===== config.mk =====
export PLATFORM = sky130hd
export DESIGN_NAME = cpu_trace_capture_flat
export DESIGN_NICKNAME = d
export VERILOG_FILES = /design/src/rtl/cpu_trace_capture_pkg.sv /design/src/rtl/cpu_trace_capture_if.sv /design/src/rtl/cpu_trace_capture_trace_fifo.sv /design/src/rtl/cpu_trace_capture.sv /design/src/flat_wrapper.sv
export SDC_FILE = /design/constraint.sdc
export NUM_CORES = 2
export LEC_CHECK = 0
export ABC_AREA = 1
export CAP_MARGIN = 20
export CORE_AREA = 10 10 415 417
export CTS_CLUSTER_SIZE = 20
export DETAILED_ROUTE_END_ITERATION = 10
export DIE_AREA = 0 0 425 427
export GPL_ROUTABILITY_DRIVEN = 0
export PLACE_DENSITY = 0.43
export RECOVER_POWER = 25
export SLEW_MARGIN = 5
export SYNTH_ARGS = -nofsm -noshare
export SYNTH_HDL_FRONTEND = slang
export SYNTH_SLANG_ARGS = --single-unit

===== constraint.sdc =====
create_clock -name clk -period 8.3 [get_ports clk]
set_input_delay 1.66 -clock clk [delete_from_list [all_inputs] [get_ports clk]]
set_output_delay 1.66 -clock clk [all_outputs]
set_load 0.005 [all_outputs]

===== src/rtl/cpu_trace_capture_pkg.sv =====
// Shared types and constants for the CPU trace capture unit: state encoding,
// record layout and field offsets.
package cpu_trace_pkg;

    localparam int unsigned REC_W       = 71;
    localparam int unsigned WDATA_LSB   = 0;
    localparam int unsigned WREG_LSB    = 32;
    localparam int unsigned REGWRE_BIT  = 37;
    localparam int unsigned MWR_BIT     = 38;
    localparam int unsigned PC_LSB      = 39;

    typedef enum logic [1:0] {
        IDLE    = 2'd0,
        ARMED   = 2'd1,
        CAPTURE = 2'd2,
        DONE    = 2'd3
    } state_t;

    // One commit record; field order matches the offsets above (MSB first)
    typedef struct packed {
        logic [31:0] pc;
        logic        mwr;
        logic        regwre;
        logic [4:0]  wreg;
        logic [31:0] wdata;
    } trace_rec_t;

endpackage


===== src/rtl/cpu_trace_capture_if.sv =====
// Valid/ready read port carrying trace records out of the capture unit.
interface cpu_trace_capture_if;
    import cpu_trace_pkg::*;

    logic             rd_valid;
    logic             rd_ready;
    logic [REC_W-1:0] rd_data;

    modport master (output rd_valid, output rd_data, input rd_ready);
    modport slave  (input rd_valid, input rd_data, output rd_ready);
endinterface


===== src/rtl/cpu_trace_capture_trace_fifo.sv =====
// Synchronous single-clock FIFO with a registered head output that already
// holds the next entry after a pop, so back-to-back reads have no bubble.
module trace_fifo #(
    parameter int unsigned DEPTH = 16,
    parameter int unsigned WIDTH = 71
) (
    input  logic                       clk,
    input  logic                       reset,
    input  logic                       push,
    input  logic [WIDTH-1:0]           din,
    input  logic                       pop,
    output logic                       full,
    output logic                       empty,
    output logic [$clog2(DEPTH):0]     count,
    output logic [WIDTH-1:0]           head
);
    localparam int unsigned AW = $clog2(DEPTH);
    localparam int unsigned CW = AW + 1;

    logic [WIDTH-1:0] mem [DEPTH];
    logic [AW-1:0]    wr_ptr;
    logic [AW-1:0]    rd_ptr;
    logic [AW-1:0]    rd_ptr_n;
    logic [WIDTH-1:0] head_n;
    logic             do_push;
    logic             do_pop;

    assign full     = (count == CW'(DEPTH));
    assign empty    = (count == '0);
    assign do_push  = push && !full;
    assign do_pop   = pop && !empty;
    assign rd_ptr_n = rd_ptr + AW'(do_pop);

    // A push into the slot that becomes the head bypasses the array
    assign head_n = (do_push && (wr_ptr == rd_ptr_n)) ? din : mem[rd_ptr_n];

    always_ff @(posedge clk) begin
        if (do_push) begin
            mem[wr_ptr] <= din;
        end
    end

    always_ff @(posedge clk) begin
        if (reset) begin
            wr_ptr <= '0;
            rd_ptr <= '0;
            count  <= '0;
            head   <= '0;
        end else begin
            wr_ptr <= wr_ptr + AW'(do_push);
            rd_ptr <= rd_ptr_n;
            count  <= count + CW'(do_push) - CW'(do_pop);
            head   <= head_n;
        end
    end

endmodule


===== src/rtl/cpu_trace_capture.sv =====
// Trace capture beside the MIPS CPU: PC-triggered commit recording, drained in
// FIFO order over a valid/ready port. Define CPU_TRACE_FILTER_EN to keep only
// commits that write a register or memory.
module cpu_trace_capture
    import cpu_trace_pkg::*;
#(
    parameter int unsigned DEPTH = 16
) (
    input  logic                   clk,
    input  logic                   reset,
    input  logic                   arm,
    input  logic                   stop,
    input  logic [31:0]            trig_pc,
    input  logic [31:0]            pcOut,
    input  logic                   PCWre,
    input  logic                   RegWre,
    input  logic [4:0]             WriteReg,
    input  logic [31:0]            writeData,
    input  logic                   mWR,
    cpu_trace_capture_if.master    rd,
    output state_t                 state,
    output logic [$clog2(DEPTH):0] count,
    output logic                   triggered
);
    localparam int unsigned CW = $clog2(DEPTH) + 1;

    logic [31:0]   trig_pc_q;
    logic          rd_valid_q;
    trace_rec_t    rec;
    logic          keep;
    logic          hit;
    logic          push;
    logic          pop;
    logic          full;
    logic          empty;
    logic [CW-1:0] count_n;
    logic          fill_done;
    logic          done_next;

    assign rec = '{pc: pcOut, mwr: mWR, regwre: RegWre, wreg: WriteReg, wdata: writeData};

`ifdef CPU_TRACE_FILTER_EN
    assign keep = RegWre || mWR;
`else
    assign keep = 1'b1;
`endif

    // A stop in the same cycle as a trigger hit wins: the session ends empty
    assign hit       = (state == ARMED) && !stop && PCWre && (pcOut == trig_pc_q);
    assign push      = hit || ((state == CAPTURE) && PCWre && keep && !full);
    assign pop       = rd_valid_q && rd.rd_ready && !empty;
    assign count_n   = count + CW'(push) - CW'(pop);
    assign fill_done = push && (count_n == CW'(DEPTH));
    assign done_next = ((state == ARMED) && stop)
                    || ((state == CAPTURE) && (stop || fill_done))
                    || ((state == DONE) && (count_n != '0));

    trace_fifo #(
        .DEPTH (DEPTH),
        .WIDTH (REC_W)
    ) u_fifo (
        .clk   (clk),
        .reset (reset),
        .push  (push),
        .din   (rec),
        .pop   (pop),
        .full  (full),
        .empty (empty),
        .count (count),
        .head  (rd.rd_data)
    );

    assign rd.rd_valid = rd_valid_q;

    always_ff @(posedge clk) begin
        if (reset) begin
            state      <= IDLE;
            trig_pc_q  <= '0;
            triggered  <= 1'b0;
            rd_valid_q <= 1'b0;
        end else begin
            rd_valid_q <= done_next && (count_n != '0);
            case (state)
                IDLE: begin
                    if (arm) begin
                        state     <= ARMED;
                        trig_pc_q <= trig_pc;
                        triggered <= 1'b0;
                    end
                end
                ARMED: begin
                    if (stop) begin
                        state <= DONE;
                    end else if (hit) begin
                        state     <= CAPTURE;
                        triggered <= 1'b1;
                    end
                end
                CAPTURE: begin
                    if (stop || fill_done) begin
                        state <= DONE;
                    end
                end
                DONE: begin
                    if (count_n == '0) begin
                        state <= IDLE;
                    end
                end
                default: state <= IDLE;
            endcase
        end
    end

endmodule


===== src/flat_wrapper.sv =====
// flat-port wrapper written by rule: the top's interface ports become plain ports
module cpu_trace_capture_flat import cpu_trace_pkg::*;
#(
    parameter int unsigned DEPTH = 16
)
  (clk, reset, arm, stop, trig_pc, pcOut, PCWre, RegWre, WriteReg, writeData, mWR, state, count, triggered, rd_rd_valid, rd_rd_data, rd_rd_ready);
  cpu_trace_capture_if rd_i ();
  input  logic clk;
  input  logic reset;
  input  logic arm;
  input  logic stop;
  input  logic [31:0] trig_pc;
  input  logic [31:0] pcOut;
  input  logic PCWre;
  input  logic RegWre;
  input  logic [4:0] WriteReg;
  input  logic [31:0] writeData;
  input  logic mWR;
  output state_t state;
  output logic [$clog2(DEPTH):0] count;
  output logic triggered;
  output wire logic [$bits(rd_i.rd_valid)-1:0] rd_rd_valid;
  output wire logic [$bits(rd_i.rd_data)-1:0] rd_rd_data;
  input wire logic [$bits(rd_i.rd_ready)-1:0] rd_rd_ready;
  assign rd_rd_valid = rd_i.rd_valid;
  assign rd_rd_data = rd_i.rd_data;
  assign rd_i.rd_ready = rd_rd_ready;
  cpu_trace_capture #(.DEPTH(DEPTH)) u_core (.clk(clk), .reset(reset), .arm(arm), .stop(stop), .trig_pc(trig_pc), .pcOut(pcOut), .PCWre(PCWre), .RegWre(RegWre), .WriteReg(WriteReg), .writeData(writeData), .mWR(mWR), .rd(rd_i), .state(state), .count(count), .triggered(triggered));
endmodule

# Word-level counts from Yosys, hierarchy flattened
# Memories as Yosys holds them, arrays and structs flattened. A register that Yosys moved wholly into a read port is not among the register bits.
# Cells that the tools add are included.
classes:
  add_sub_neg: 6
  n_mul: 0
  div_mod_pow: 0
  magnitude_cmp: 0
  eq_ne: 12
  shifts: 0
  muxes: 12
  n_bitwise: 0
  reduce_logical: 29
ops:
  columns: ["cell", "n"]
  rows:
  - ["$eq 32x32->1", 1]
  - ["$logic_and 1x1->1", 14]
  - ["$add 5x1->5", 2]
  - ["$eq 5x5->1 const B", 2]
  - ["$logic_not 5->1", 2]
  - ["$mux 2", 5]
  - ["$sub 5x1->5", 2]
  - ["$add 4x1->4", 2]
  - ["$ne 2x2->1 const B", 4]
  - ["$pmux 2 s4", 1]
  - ["$reduce_and 4->1", 2]
  - ["$mux 1", 5]
  - ["$reduce_bool 5->1", 1]
  - ["$eq 2x2->1 const B", 2]
  - ["$logic_or 1x1->1", 4]
  - ["$logic_not 1->1", 3]
  - ["$ne 3x2->1 const B", 1]
  - ["$eq 2x1->1 const B", 1]
  - ["$logic_not 2->1", 1]
  - ["$ne 2x1->1 const B", 1]
  - ["$pmux 1 s2", 1]
  - ["$reduce_and 2->1", 1]
  - ["$reduce_bool 2->1", 1]
totals:
  ff_bits: 49
  latch_bits: 0
  ram_bits: 1136
  rom_bits: 0
  in_bits: 109
  out_inout_bits: 80
  elab_cells: 67
  mem_count: 1
memory_table:
  columns: ["memory", "words", "width", "rd", "rd_clocked_by_memory_dff", "wr", "line_no", "source"]
  rows:
  - ["u_core.u_fifo.mem", 16, 71, 1, 1, 1, "cpu_trace_capture_trace_fifo.sv:20", "logic [WIDTH-1:0] mem [DEPTH];"]

# Depth between registers and ports, before layout
logic_depth:
  ltp_word: 14
  depth_mapped: 24
  ltp_nobuf: 24

# Cells and area by module
# From an unflattened synthesis, not the netlist that was laid out.
hier_totals:
  hier_cells: 4619
  hier_area_um2: 51264.2
modules_own_cells:
  columns: ["mod", "n_inst", "cells_each", "area_each_um2", "seq_area_each_um2"]
  rows:
  - ["trace_fifo", 1, 4306, 49153.4, 35794.3]
  - ["cpu_trace_capture", 1, 313, 2110.8, 720.7]

# Worst setup path after synthesis
# OpenSTA, ideal clock, no wires.
synth_timing:
  path_type: "input to register"
  start: "input port pcOut[7]"
  end: "memory u_core.u_fifo.mem[0][0] (enable)"
  setup_ps: 501
  t_arrival_ps: 5628
  required_ps: 7799
  path_slack_ps: 2171
  stages: 8
  path_buffers: 0
  path_cell_list: "or2_1 > a21oi_1 > nand2_1 > nor2_1 > nand3_2 > a21boi_4 > nand3_1 > nor2_1"
synth_via:
  elab_chain_len: 6
synth_rtl:
  columns: ["item", "line_no", "source"]
  rows:
  - ["from (decl)", "flat_wrapper.sv:13", "input logic [31:0] pcOut;"]
  - ["$eq 32x32->1", "cpu_trace_capture.sv:49", "assign hit = (state == ARMED) && !stop && PCWre && (pcOut == trig_pc_q);"]
  - ["$logic_and 1x1->1", "cpu_trace_capture.sv:49", null]
  - ["$logic_or 1x1->1", "cpu_trace_capture.sv:50", "assign push = hit || ((state == CAPTURE) && PCWre && keep && !full);"]
  - ["$logic_and 1x1->1", "cpu_trace_capture_trace_fifo.sv:30", "assign do_push = push && !full;"]
  - ["$mux 1", "cpu_trace_capture_trace_fifo.sv:38", "if (do_push) begin"]
  - ["$mux 1 (not written as such)", "cpu_trace_capture_trace_fifo.sv:39", "mem[wr_ptr] <= din;"]
  - ["to (decl)", "cpu_trace_capture_trace_fifo.sv:20", null]
# Every way passes these cells.

# Final worst setup path
layout_timing:
  start: "input port pcOut[18]"
  end: "memory u_core.u_fifo.mem[14][4] (enable)"
# The elaborated chain is that of the path after synthesis.

==> results by group <==
Yosys
  – Synth top area share: 0.699
  – Yosys reg bits: 1,256
  – Register area share after synthesis: 0.748
  – Ranking of synthesized cells by area: edfxtp_1, o21ai_0, nor2_1
  – Yosys warnings: 0
  – Syn avg cell area: 13.0 sq um
  – Syn_nets: 3,872
  – Cell Area, Synth: 48,800 sq um
  – Synth cell types: 33
  – Top FF cell, synth: edfxtp_1
  – Post-synth EDFFs: 1,136
  – Yosys top cell by area: edfxtp_1
  – Post-synthesis cell count: 3,744
  – FFs w/ async S/R, synth: 0

CTS
  – Total CTS buffers: 141
  – Hold Buf Count CTS: 0
  – Clk root buf: clkbuf_16
  – TritonCTS clock tree: built
  – Clock Tree Buf Depth: 3
  – Post-CTS setup buffer count: 0
  – # resized after CTS: 0
  – Clock Latency Late Sink: 0.77 ns
  – CTS Sinks: 1,256
  – # H-tree levels: 4
  – Clock transition at path regs: 0.06 ns

Worst setup path
  – Crit path launch type: primary input
  – Critical path class: primary input to flip-flop
  – CP required: 8.71 ns
  – Crit. End Element: flip-flop
  – Crit-path max FO: 22
  – Worst endpoint data arrival time: 6.04 ns

Timing
  – Final Setup Violations: 0
  – Post-route minimum period: 5.63 ns
  – Slew @ Worst Pin: 1.27 ns
  – Max-slew violation count: 0
  – Period Utilization, post-route: 0.678
  – Setup TNS: 0 ns
  – Worst Skew: 0.0284 ns
  – Fin worst setup slack: 2.67 ns
  – Final hold vios: 0
  – Rel. slew slack: 0.152
  – Unrepaired setup endpoints after global routing: no
  – Highest Clock Rate: 0.178 GHz

Placement
  – Dpl hpwl: 74.8 mm
  – Setup WS pre-CTS: 1.86 ns
  – DP Cell Count: 5,913
  – # port buffers: 188

Die
  – Ports: 189
  – Core Rows: 149
  – Die height: 427 um
  – Die Wd: 425 um
  – Starting density of the core: 0.298
  – Core Area: 164,000 sq um
  – Die area: 181,000 sq um

Route
  – Drt pass-1 iters: 6
  – Met3 routed WL: 5.09 mm
  – Antenna Nets Post-Route: 0
  – Via count: 30,700
  – Post-route DRC: 0
  – DR top layer: met4
  – DR vias/cell: 4.98
  – Met2 WL post-DR: 71.4 mm
  – Routed met1 length: 65.1 mm
  – DR WL/cell: 23.4 um
  – Initial DRC Count: 2,082
  – WL final: 144 mm

Power and ir drop
  – Power consumption: 15.0 mW
  – Leakage: 18.8 nW
  – Power Density: 261 nW/um^2
  – Worst vdd rail ir drop: 0.000196 V

Layout
  – Most frequent cells in the layout: edfxtp_1, nor2_1, o21ai_0
  – Commonest non-fill, non-tap cell in the layout: edfxtp_1
  – Fin nets: 3,995
  – Share of post-route cells with drive strength above 1: 0.0731
  – Synthesis-to-finish area growth: 18.0%
  – Post-Layout Cell Count: 6,170
  – Fin util: 0.351

Global route
  – Antenna violations before repair: 0
  – All-Layer GR Usage: 0.156
  – Pin count of the biggest net entering global routing: 197
  – Vias in the first global route: 31,000
  – Global-route wire length before repair: 214 mm
  – Total congestion overflow: 0

Hold path
  – Hold crit path type: flip-flop to flip-flop

Run status
  – Status: complete, no violations

Flow run
  – Max_cap viols: 0
[cell usage after synthesis (3+ instances only)]
cell      count
edfxtp_1   1136
nand3_2      11
buf_2        34
inv_2         4
xnor2_1       7
a21oi_1      30
buf_1        13
dfxtp_1     120
ha_1         17
clkbuf_1    219
nand2_1     150
nor3_1        3
xor2_1       12
inv_1        61
o21ai_0     607
nor2_1      800
o221ai_1    283
nand3_1     217
[through the flow]
| stage | area, sq um | hold slack (ns) |
|---|---|---|
| 6_report | 57600 | 0.469 |
| 4_1_cts | 57600 | 0.473 |
| 3_3_place_gp | 53200 | 0.458 |
| 2_1_floorplan | 48800 | 0.444 |
| 3_5_place_dp | 53200 | 0.463 |
| 5_1_grt | 57600 | 0.490 |
[flip-flops by register name (all words and copies together) (netlist names)]
register and count:
u_core.triggered 1, u_core.u_fifo.wr_ptr 4, u_core.rd.rd_valid 1, u_core.u_fifo.head 71, u_core.trig_pc_q 32, u_core.state 2
u_core.u_fifo.rd_ptr 4, u_core.u_fifo.mem 1136, u_core.u_fifo.count 5
[worst paths after layout]
check / slack, ns / startpoint / cells past startpoint / to
max: 2.67 / pcOut[18] / 13 / u_core.u_fifo.mem[14][4]
min: 0.47 / u_core.trig_pc_q[21] / 2 / u_core.trig_pc_q[21]
max reg2reg: 3.49 / u_core.u_fifo.count[3] / 18 / u_core.u_fifo.head[67]
min reg2reg: 0.47 / u_core.trig_pc_q[21] / 2 / u_core.trig_pc_q[21]
[report_power, final]
part | leakage [nW] | switching, mW | internal, mW
registers | 11.2 | 0.107 | 7.10
clock network | 2.15 | 2.56 | 3.42
logic | 5.41 | 1.20 | 0.634
total | 18.8 | 3.87 | 11.2
[routing by layer]
layer / up-vias / track usage
li1: 14200 / -
met1: 15700 / 0.207
met2: 584 / 0.266
met3: 186 / 0.0227
met4: 0 / 0.0410
met5: - / 0
[cell type report]
type | count | area (sq um)
Clock buffer | 191 | 3850
Antenna cell | 1 | 2.50
Fill cell | 16100 | 106000
Clock inverter | 65 | 548
Inverter | 67 | 279
Tap cell | 2189 | 2740
Sequential cell | 1256 | 36500
Timing Repair Buffer | 248 | 2500
Multi-Input combinational cell | 2153 | 11200
[worst max-delay path, stage by stage]
cell,delay (ns)
dlygate4sd3_1,0.52
clkbuf_1,0.70
nand2_1,0.12
nand2_1,0.10
nand2_1,0.14
nor2_1,0.13
nand2_1,0.06
nor2_1,0.29
nand3_2,0.24
a21boi_4,0.39
nand3_1,0.41
nor2_4,0.76
buf_4,0.49
[cell families (layout without fill, tap and decap cells)]
logic type               count (synthesis)  in the layout  share of synthesized area
AND/OR/NAND/NOR                       1188           1188                     0.0988
XOR/XNOR                                20             20                    0.00374
adder cells (fa/ha/maj)                 19             19                    0.00518
other                                    0              1                          0
flip-flops                            1256           1256                      0.748
buffers and inverters                  335            571                     0.0269
AO/OA/AOI/OAI                          926            926                      0.117
(Power assumes the default switching activity.)
